File: config.mk
export PLATFORM = sky130hd
export DESIGN_NAME = vga_timing_gen
export DESIGN_NICKNAME = d
export VERILOG_FILES = /design/src/rtl/vga_pkg.sv /design/src/rtl/wrap_counter.sv /design/src/rtl/vga_timing_gen.sv
export SDC_FILE = /design/constraint.sdc
export NUM_CORES = 1
export LEC_CHECK = 0
export ABC_AREA = 1
export BUFFER_PORTS_ARGS = -buffer_cell sky130_fd_sc_hd__buf_2
export CAP_MARGIN = 15
export CORE_AREA = 2 2 86 47
export CTS_CLUSTER_SIZE = 28
export DETAILED_ROUTE_END_ITERATION = 12
export DIE_AREA = 0 0 88 49
export PLACE_DENSITY = 0.7
export SLEW_MARGIN = 40
export SYNTH_ARGS = -nofsm -noshare
export SYNTH_HDL_FRONTEND = slang
export SYNTH_SLANG_ARGS = --single-unit
export TNS_END_PERCENT = 100
File: constraint.sdc
create_clock -name Clk -period 2.5 [get_ports Clk]
set_input_delay 0.25 -clock Clk [delete_from_list [all_inputs] [get_ports Clk]]
set_output_delay 0.25 -clock Clk [all_outputs]
set_load 0.01 [all_outputs]
File: src/rtl/vga_pkg.sv
// Shared 640x480@60 VGA timing constants and small helpers, used by the timing
// generator and by the color mapper.
package vga_pkg;

  localparam int CNT_W = 10;

  localparam int VGA_H_VISIBLE = 640;
  localparam int VGA_H_FP      = 16;
  localparam int VGA_H_SYNC    = 96;
  localparam int VGA_H_BP      = 48;
  localparam int VGA_H_TOTAL   = VGA_H_VISIBLE + VGA_H_FP + VGA_H_SYNC + VGA_H_BP;

  localparam int VGA_V_VISIBLE = 480;
  localparam int VGA_V_FP      = 10;
  localparam int VGA_V_SYNC    = 2;
  localparam int VGA_V_BP      = 33;
  localparam int VGA_V_TOTAL   = VGA_V_VISIBLE + VGA_V_FP + VGA_V_SYNC + VGA_V_BP;

  localparam int VGA_H_SYNC_START = VGA_H_VISIBLE + VGA_H_FP;
  localparam int VGA_H_SYNC_END   = VGA_H_SYNC_START + VGA_H_SYNC - 1;
  localparam int VGA_V_SYNC_START = VGA_V_VISIBLE + VGA_V_FP;
  localparam int VGA_V_SYNC_END   = VGA_V_SYNC_START + VGA_V_SYNC - 1;

  typedef logic [CNT_W-1:0] coord_t;

  // Registered per-pixel flags; all move together so they share one register.
  typedef struct packed {
    logic hs;
    logic vs;
    logic blank;
    logic frame_end;
    logic frame_start;
  } vid_flags_t;

  localparam vid_flags_t FLAGS_RESET = '{hs: 1'b1, vs: 1'b1, blank: 1'b1,
                                         frame_end: 1'b0, frame_start: 1'b0};

  function automatic logic in_range(coord_t v, coord_t lo, coord_t hi);
    return (v >= lo) && (v <= hi);
  endfunction

endpackage

File: src/rtl/wrap_counter.sv
// Enabled up-counter that wraps TERMINAL -> 0 and flags the wrapping cycle.
// count_next exposes the value the counter will hold after this edge.
module wrap_counter #(
  parameter int               WIDTH    = 10,
  parameter logic [WIDTH-1:0] TERMINAL = '1
) (
  input  logic             clk,
  input  logic             rst,
  input  logic             en,
  output logic [WIDTH-1:0] count,
  output logic [WIDTH-1:0] count_next,
  output logic             wrap
);

  logic [WIDTH-1:0] count_q;
  logic [WIDTH-1:0] count_d;

  always_comb begin
    // NOTE: every signal gets a default before the if/else so no path leaves it unassigned (no latch).
    count_d = count_q;
    wrap    = 1'b0;
    if (en) begin
      if (count_q == TERMINAL) begin
        count_d = '0;
        wrap    = 1'b1;
      end else begin
        count_d = count_q + WIDTH'(1);
      end
    end
  end

  always_ff @(posedge clk or posedge rst) begin
    // NOTE: non-blocking assignment so every flop samples pre-edge values regardless of block order.
    if (rst) count_q <= '0;
    else     count_q <= count_d;
  end

  assign count      = count_q;
  assign count_next = count_d;

endmodule

File: src/rtl/vga_timing_gen.sv
// VGA timing generator: Clk/2 pixel enable, horizontal/vertical counters and
// sync/blank/frame flags registered from next-counter values (zero skew).
module vga_timing_gen
  import vga_pkg::*;
#(
  parameter int H_VISIBLE = VGA_H_VISIBLE,
  parameter int H_FP      = VGA_H_FP,
  parameter int H_SYNC    = VGA_H_SYNC,
  parameter int H_BP      = VGA_H_BP,
  parameter int V_VISIBLE = VGA_V_VISIBLE,
  parameter int V_FP      = VGA_V_FP,
  parameter int V_SYNC    = VGA_V_SYNC,
  parameter int V_BP      = VGA_V_BP
) (
  input  logic       Clk,
  input  logic       Reset,
  output logic       pixel_clk,
  output logic       pixel_ce,
  output logic [9:0] DrawX,
  output logic [9:0] DrawY,
  output logic       hs,
  output logic       vs,
  output logic       blank,
  output logic       frame_end,
  output logic       frame_start
);

  // Both totals must fit the 10-bit counters (<= 1024).
  localparam int H_TOTAL = H_VISIBLE + H_FP + H_SYNC + H_BP;
  localparam int V_TOTAL = V_VISIBLE + V_FP + V_SYNC + V_BP;

  localparam coord_t H_LAST     = coord_t'(H_TOTAL - 1);
  localparam coord_t V_LAST     = coord_t'(V_TOTAL - 1);
  localparam coord_t H_VIS_LIM  = coord_t'(H_VISIBLE);
  localparam coord_t V_VIS_LIM  = coord_t'(V_VISIBLE);
  localparam coord_t H_SYNC_BEG = coord_t'(H_VISIBLE + H_FP);
  localparam coord_t H_SYNC_FIN = coord_t'(H_VISIBLE + H_FP + H_SYNC - 1);
  localparam coord_t V_SYNC_BEG = coord_t'(V_VISIBLE + V_FP);
  localparam coord_t V_SYNC_FIN = coord_t'(V_VISIBLE + V_FP + V_SYNC - 1);
  localparam coord_t V_LAST_VIS = coord_t'(V_VISIBLE - 1);

  logic       div_q;
  logic       div_d;
  coord_t     x_q;
  coord_t     y_q;
  coord_t     x_next;
  coord_t     y_next;
  logic       h_wrap;
  logic       v_wrap;
  vid_flags_t flags_q;
  vid_flags_t flags_d;

  assign div_d = ~div_q;

  always_ff @(posedge Clk or posedge Reset) begin
    if (Reset) div_q <= 1'b0;
    else       div_q <= div_d;
  end

  wrap_counter #(
    .WIDTH   (CNT_W),
    .TERMINAL(H_LAST)
  ) u_h_cnt (
    .clk       (Clk),
    .rst       (Reset),
    .en        (div_q),
    .count     (x_q),
    .count_next(x_next),
    .wrap      (h_wrap)
  );

  // The vertical counter steps exactly on the horizontal wrap edge.
  wrap_counter #(
    .WIDTH   (CNT_W),
    .TERMINAL(V_LAST)
  ) u_v_cnt (
    .clk       (Clk),
    .rst       (Reset),
    .en        (h_wrap),
    .count     (y_q),
    .count_next(y_next),
    .wrap      (v_wrap)
  );

  // Flags are decoded from next-counter values so the register lines them up
  // with DrawX/DrawY; on non-advance edges next equals current, so they hold.
  always_comb begin
    flags_d             = flags_q;
    flags_d.hs          = ~in_range(x_next, H_SYNC_BEG, H_SYNC_FIN);
    flags_d.vs          = ~in_range(y_next, V_SYNC_BEG, V_SYNC_FIN);
    flags_d.blank       = (x_next < H_VIS_LIM) && (y_next < V_VIS_LIM);
    flags_d.frame_end   = h_wrap && (y_q == V_LAST_VIS);
    flags_d.frame_start = h_wrap && v_wrap;
  end

  always_ff @(posedge Clk or posedge Reset) begin
    if (Reset) flags_q <= FLAGS_RESET;
    else       flags_q <= flags_d;
  end

  assign pixel_clk   = div_q;
  assign pixel_ce    = div_q;
  assign DrawX       = x_q;
  assign DrawY       = y_q;
  assign hs          = flags_q.hs;
  assign vs          = flags_q.vs;
  assign blank       = flags_q.blank;
  assign frame_end   = flags_q.frame_end;
  assign frame_start = flags_q.frame_start;

endmodule

After elaboration in Yosys (flattened, before gate mapping)
Cells that the tools add are included.
- register bits after elaboration: 26
- bits in latches: 0
- bits in writable memories: 0
- ROM bits: 0
- input bits: 2
- output and inout bits: 27
- memories kept: 0
- add/sub/neg operators: 2
- multiply operators: 0
- div/mod/pow operators: 0
- order comparisons: 6
- equal/unequal tests: 3
- shift-type cells: 0
- muxes and demuxes: 8
- bitwise operators: 3
- reductions and logical operators: 5
- operator list (operator ; number):
    2-to-1 mux 10 bit ; 4
    adder 10 x 1 -> 10 bit, second input constant ; 2
    == test 10 bit, second input constant ; 2
    == test 10 x 9 -> 1 bit, second input constant ; 1
    >= comparator 10 bit, second input constant ; 1
    >= comparator 10 x 9 -> 1 bit, second input constant ; 1
    less-or-equal comparator 10 bit, second input constant ; 1
    less-or-equal comparator 10 x 9 -> 1 bit, second input constant ; 1
    less-than comparator 10 bit, second input constant ; 1
    less-than comparator 10 x 9 -> 1 bit, second input constant ; 1
    logical AND 1 bit ; 5
    2-to-1 mux 1 bit ; 4
    NOT 1 bit ; 3

Longest topological paths before layout
- word-level depth: 7
- mapped depth: 13

Hierarchy
From an unflattened synthesis, not the netlist that was laid out.
- cell total of the unflattened synthesis: 191
- area, all modules: 1481.4 µm²
- by module, submodules not included (module ; times used ; cells each ; area an instance (µm²) ; seq. area each (µm²)):
    wrap_counter (u_h_cnt) ; 1 ; 70 ; 590.6 ; 250.2
    wrap_counter (u_v_cnt) ; 1 ; 78 ; 576.8 ; 250.2
    vga_timing_gen ; 1 ; 43 ; 314.1 ; 153.9

Worst setup path before layout
No wires, ideal clock.
- path kind: reg2reg
- start point: register u_h_cnt.count_q[0], in the netlist u_h_cnt.count[0]
- end point: register flags_q, in the netlist vs
- library setup time: 0.078 ns
- data arrival time: 1.577 ns
- setup slack: 0.845 ns
- cell stages (with the launch flop): 11
- buffers on the path: 1
- cell sequence: dfrtp_1 > ha_1 > nand2_1 > nor2_4 > nand4_4 > buf_6 > o21a_1 > nand2_1 > nand2_1 > nor2_1 > nand2_1
- RTL lines (item ; line ; text):
    start: declaration ; wrap_counter.sv:15 ; logic [WIDTH-1:0] count_q;
    start signal: assignment ; wrap_counter.sv:35 ; else count_q <= count_d;
    end signal: assignment ; vga_timing_gen.sv:98 ; else flags_q <= flags_d;
    end: declaration ; vga_timing_gen.sv:50 ; vid_flags_t flags_q;

==> results.json <==
{
  "timing_worst_setup_path_type": "register to register",
  "synthAdderAreaFrac_pct": 2.479,
  "synth.top_cell.area_share_pct": 38.02,
  "synth_area_um2": 1514,
  "slew_viol_final": 0,
  "dp.final_hpwl_mm": 2.699,
  "grt_max_degree": 27,
  "crit_top_cell": "nand2_1",
  "synth_async_sr_flop_share_pct": 100.0,
  "clockBufferDepth": 2,
  "end_kind": "register",
  "drc": 0,
  "ys_types": 27,
  "synth_top_area_cell": "dfrtp_1",
  "via_per_inst": 4.541,
  "fmax_mhz": 510.3,
  "clock_latency_ns": 0.27,
  "syn_nets": 213,
  "cts_sinks": 26,
  "wirelength_mm": 3.379,
  "grt_pass1_vias": 1064,
  "total_power_mw": 0.6760,
  "ios": 29,
  "gp_congestion": 0.8775,
  "die_w_um": 88,
  "power.density_nw_per_um2": 385.6,
  "period_needed_ns": 1.960,
  "fin_setup_tns_ns": 0,
  "ir_worst_vdd_mv": 0.2393,
  "skew_ns": 0.002845,
  "ys_ff_latch": 26,
  "firstDrtPassIters": 4,
  "critPathArrivalTime_ns": 2.17,
  "core_um2": 3623,
  "cp.required_ns": 2.71,
  "synthTopCellsByCount": "nand2_1, inv_1, dfrtp_1",
  "max-slew-margin-rel_pct": 77.50,
  "clkSlewWorstSetupHoldPaths_ns": 0.09,
  "drive_gt1_share_pct": 18.49,
  "h-tree-depth": 1,
  "synth_ff_type": "dfrtp_1",
  "cpPeakStageDelay_ns": 0.41,
  "synth_compound_area_share_pct": 4.959,
  "maxCapViolCount": 0,
  "path_cells": "ha_1, nand2_1, nor2_4, nand4_4, inv_2, o21ai_0, inv_1, nand2_1, nor2_1, nand2_1",
  "hold_slack_ns": 0.01360,
  "hold_buffers": 0,
  "row_count": 16,
  "drt-wirelength-per-cell_um": 11.57,
  "cts_resized": 0,
  "root_buffer": "clkbuf_8",
  "synth-seq-area-share_pct": 43.22,
  "cts_tree": "done",
  "die_h_um": 49,
  "critPathMaxFanout": 16,
  "synth_area_leaders": "dfrtp_1, nand2_1, inv_1",
  "leakage_nw": 1.035,
  "syn_inst": 208,
  "avgSynthCellArea_um2": 7.279,
  "synth-xor-area-share_pct": 3.471,
  "cp-start-kind": "register",
  "area_delta_synth_final_pct": 15.79,
  "min_period_over_period_pct": 78.38,
  "finalHoldViolations": 0,
  "yosysWarnings": 0,
  "cts_setup_buffers": 0,
  "status": "finished, final reports clean",
  "hp-class": "input port to asynchronous set/reset pin",
  "synth_enable_flop_cells": 0,
  "grt_overflow": 0,
  "gr-usage-all-layers_pct": 16.71,
  "worst_pin_slew_ns": 0.3375,
  "initial_core_util_pct": 41.78,
  "via_count": 1326,
  "cp_slowest_cell": "dfrtp_1",
  "antenna_found_initial": 0,
  "setup_viol": 0,
  "fin_nets": 244,
  "drt_iter0_drc": 93,
  "synth_mux_area_share_pct": 0,
  "cts_inserted_buffers": 3,
  "synth_simple_gate_area_share_pct": 34.05,
  "port_buffers": 28,
  "rsz0062_at_grt": "false",
  "path_buf_inv": 2,
  "yosysMostFrequentCell": "nand2_1",
  "die_area_um2": 4312,
  "cp_top_family": "simple AND/OR/NAND/NOR gates",
  "ant_nets": 0,
  "grt_pass1_wl_mm": 5.451,
  "synth_top_family_by_area": "simple AND/OR/NAND/NOR gates",
  "diodes": 0
}
layout make-up:
| type | count | area, µm² |
|---|---|---|
| clock buffer | 4 | 45.04 |
| multi-input combinational | 138 | 680.7 |
| sequential | 26 | 654.4 |
| inverter | 40 | 150.1 |
| fill | 370 | 1871 |
| tap | 54 | 67.56 |
| timing repair buffer | 30 | 155.1 |
through the flow:
stage                     setup slack (ns)  std cells  cell area, µm²  util, %
after floorplan                     0.8448        208            1514        -
after global placement              0.6042        288            1708    47.13
after detailed placement            0.5462        288            1708    47.13
after CTS                           0.5345        292            1753    48.38
after global routing                0.3498        292            1753    48.38
final                               0.5404        292            1753    48.38
registers in the layout, summed over array words and instances (netlist names):
register / count
pixel_ce: 1
blank: 1
vs: 1
hs: 1
u_h_cnt.count: 10
frame_start: 1
frame_end: 1
u_v_cnt.count: 10
path summary, 6_finish.rpt:
kind	start	endpoint	slack, ns	cells after the start
worst min register to register	u_h_cnt.count[1]	u_h_cnt.count[1]	0.56	2
worst max register to register	u_h_cnt.count[0]	vs	0.54	10
worst max-delay path	u_h_cnt.count[0]	vs	0.54	10
max in group asynchronous	Reset	blank	2.18	3
worst min-delay path	Reset	u_h_cnt.count[3]	0.01	3
min in group Clk	u_h_cnt.count[1]	u_h_cnt.count[1]	0.56	2
worst reg2reg max path, cell delays in order (launching register included):
cell and delay [ns]:
dfrtp_1 0.41, ha_1 0.21, nand2_1 0.10, nor2_4 0.18
nand4_4 0.26, inv_2 0.23, o21ai_0 0.12, inv_1 0.08
nand2_1 0.06, nor2_1 0.17, nand2_1 0.07
kinds of logic after synthesis:
group	after synthesis
compound gates	14
xor+xnor	6
fa+ha+maj	3
buf+inv	44
flops	26
simple gates	115
placed cells by master, fill, tap and decap left out, types with 3 or more instances in the layout:
cell,instances
inv_1,38
nor2_1,18
dfrtp_1,23
buf_2,28
xor2_1,4
nand2_1,65
nand4_1,7
dfstp_2,3
o21ai_0,10
clkbuf_8,3
nand3_1,16
ha_1,3
metal layers:
layer / up-vias / share of wire (%) / global-route usage (%)
met2: 27 / 35 / 19.07
met4: 0 / 0.12 / 2.308
met5: - / 0 / 0
li1: 701 / - / -
met3: 2 / 4.6 / 5.076
met1: 596 / 60 / 29.47
where the power goes:
| part | internal [mW] | switching, mW | total, mW |
|---|---|---|---|
| clock network | 0.114 | 0.131 | 0.246 |
| registers | 0.420 | 0 | 0.420 |
| logic | 0.00170 | 0.00829 | 0.00999 |
(Power assumes the default switching activity.)
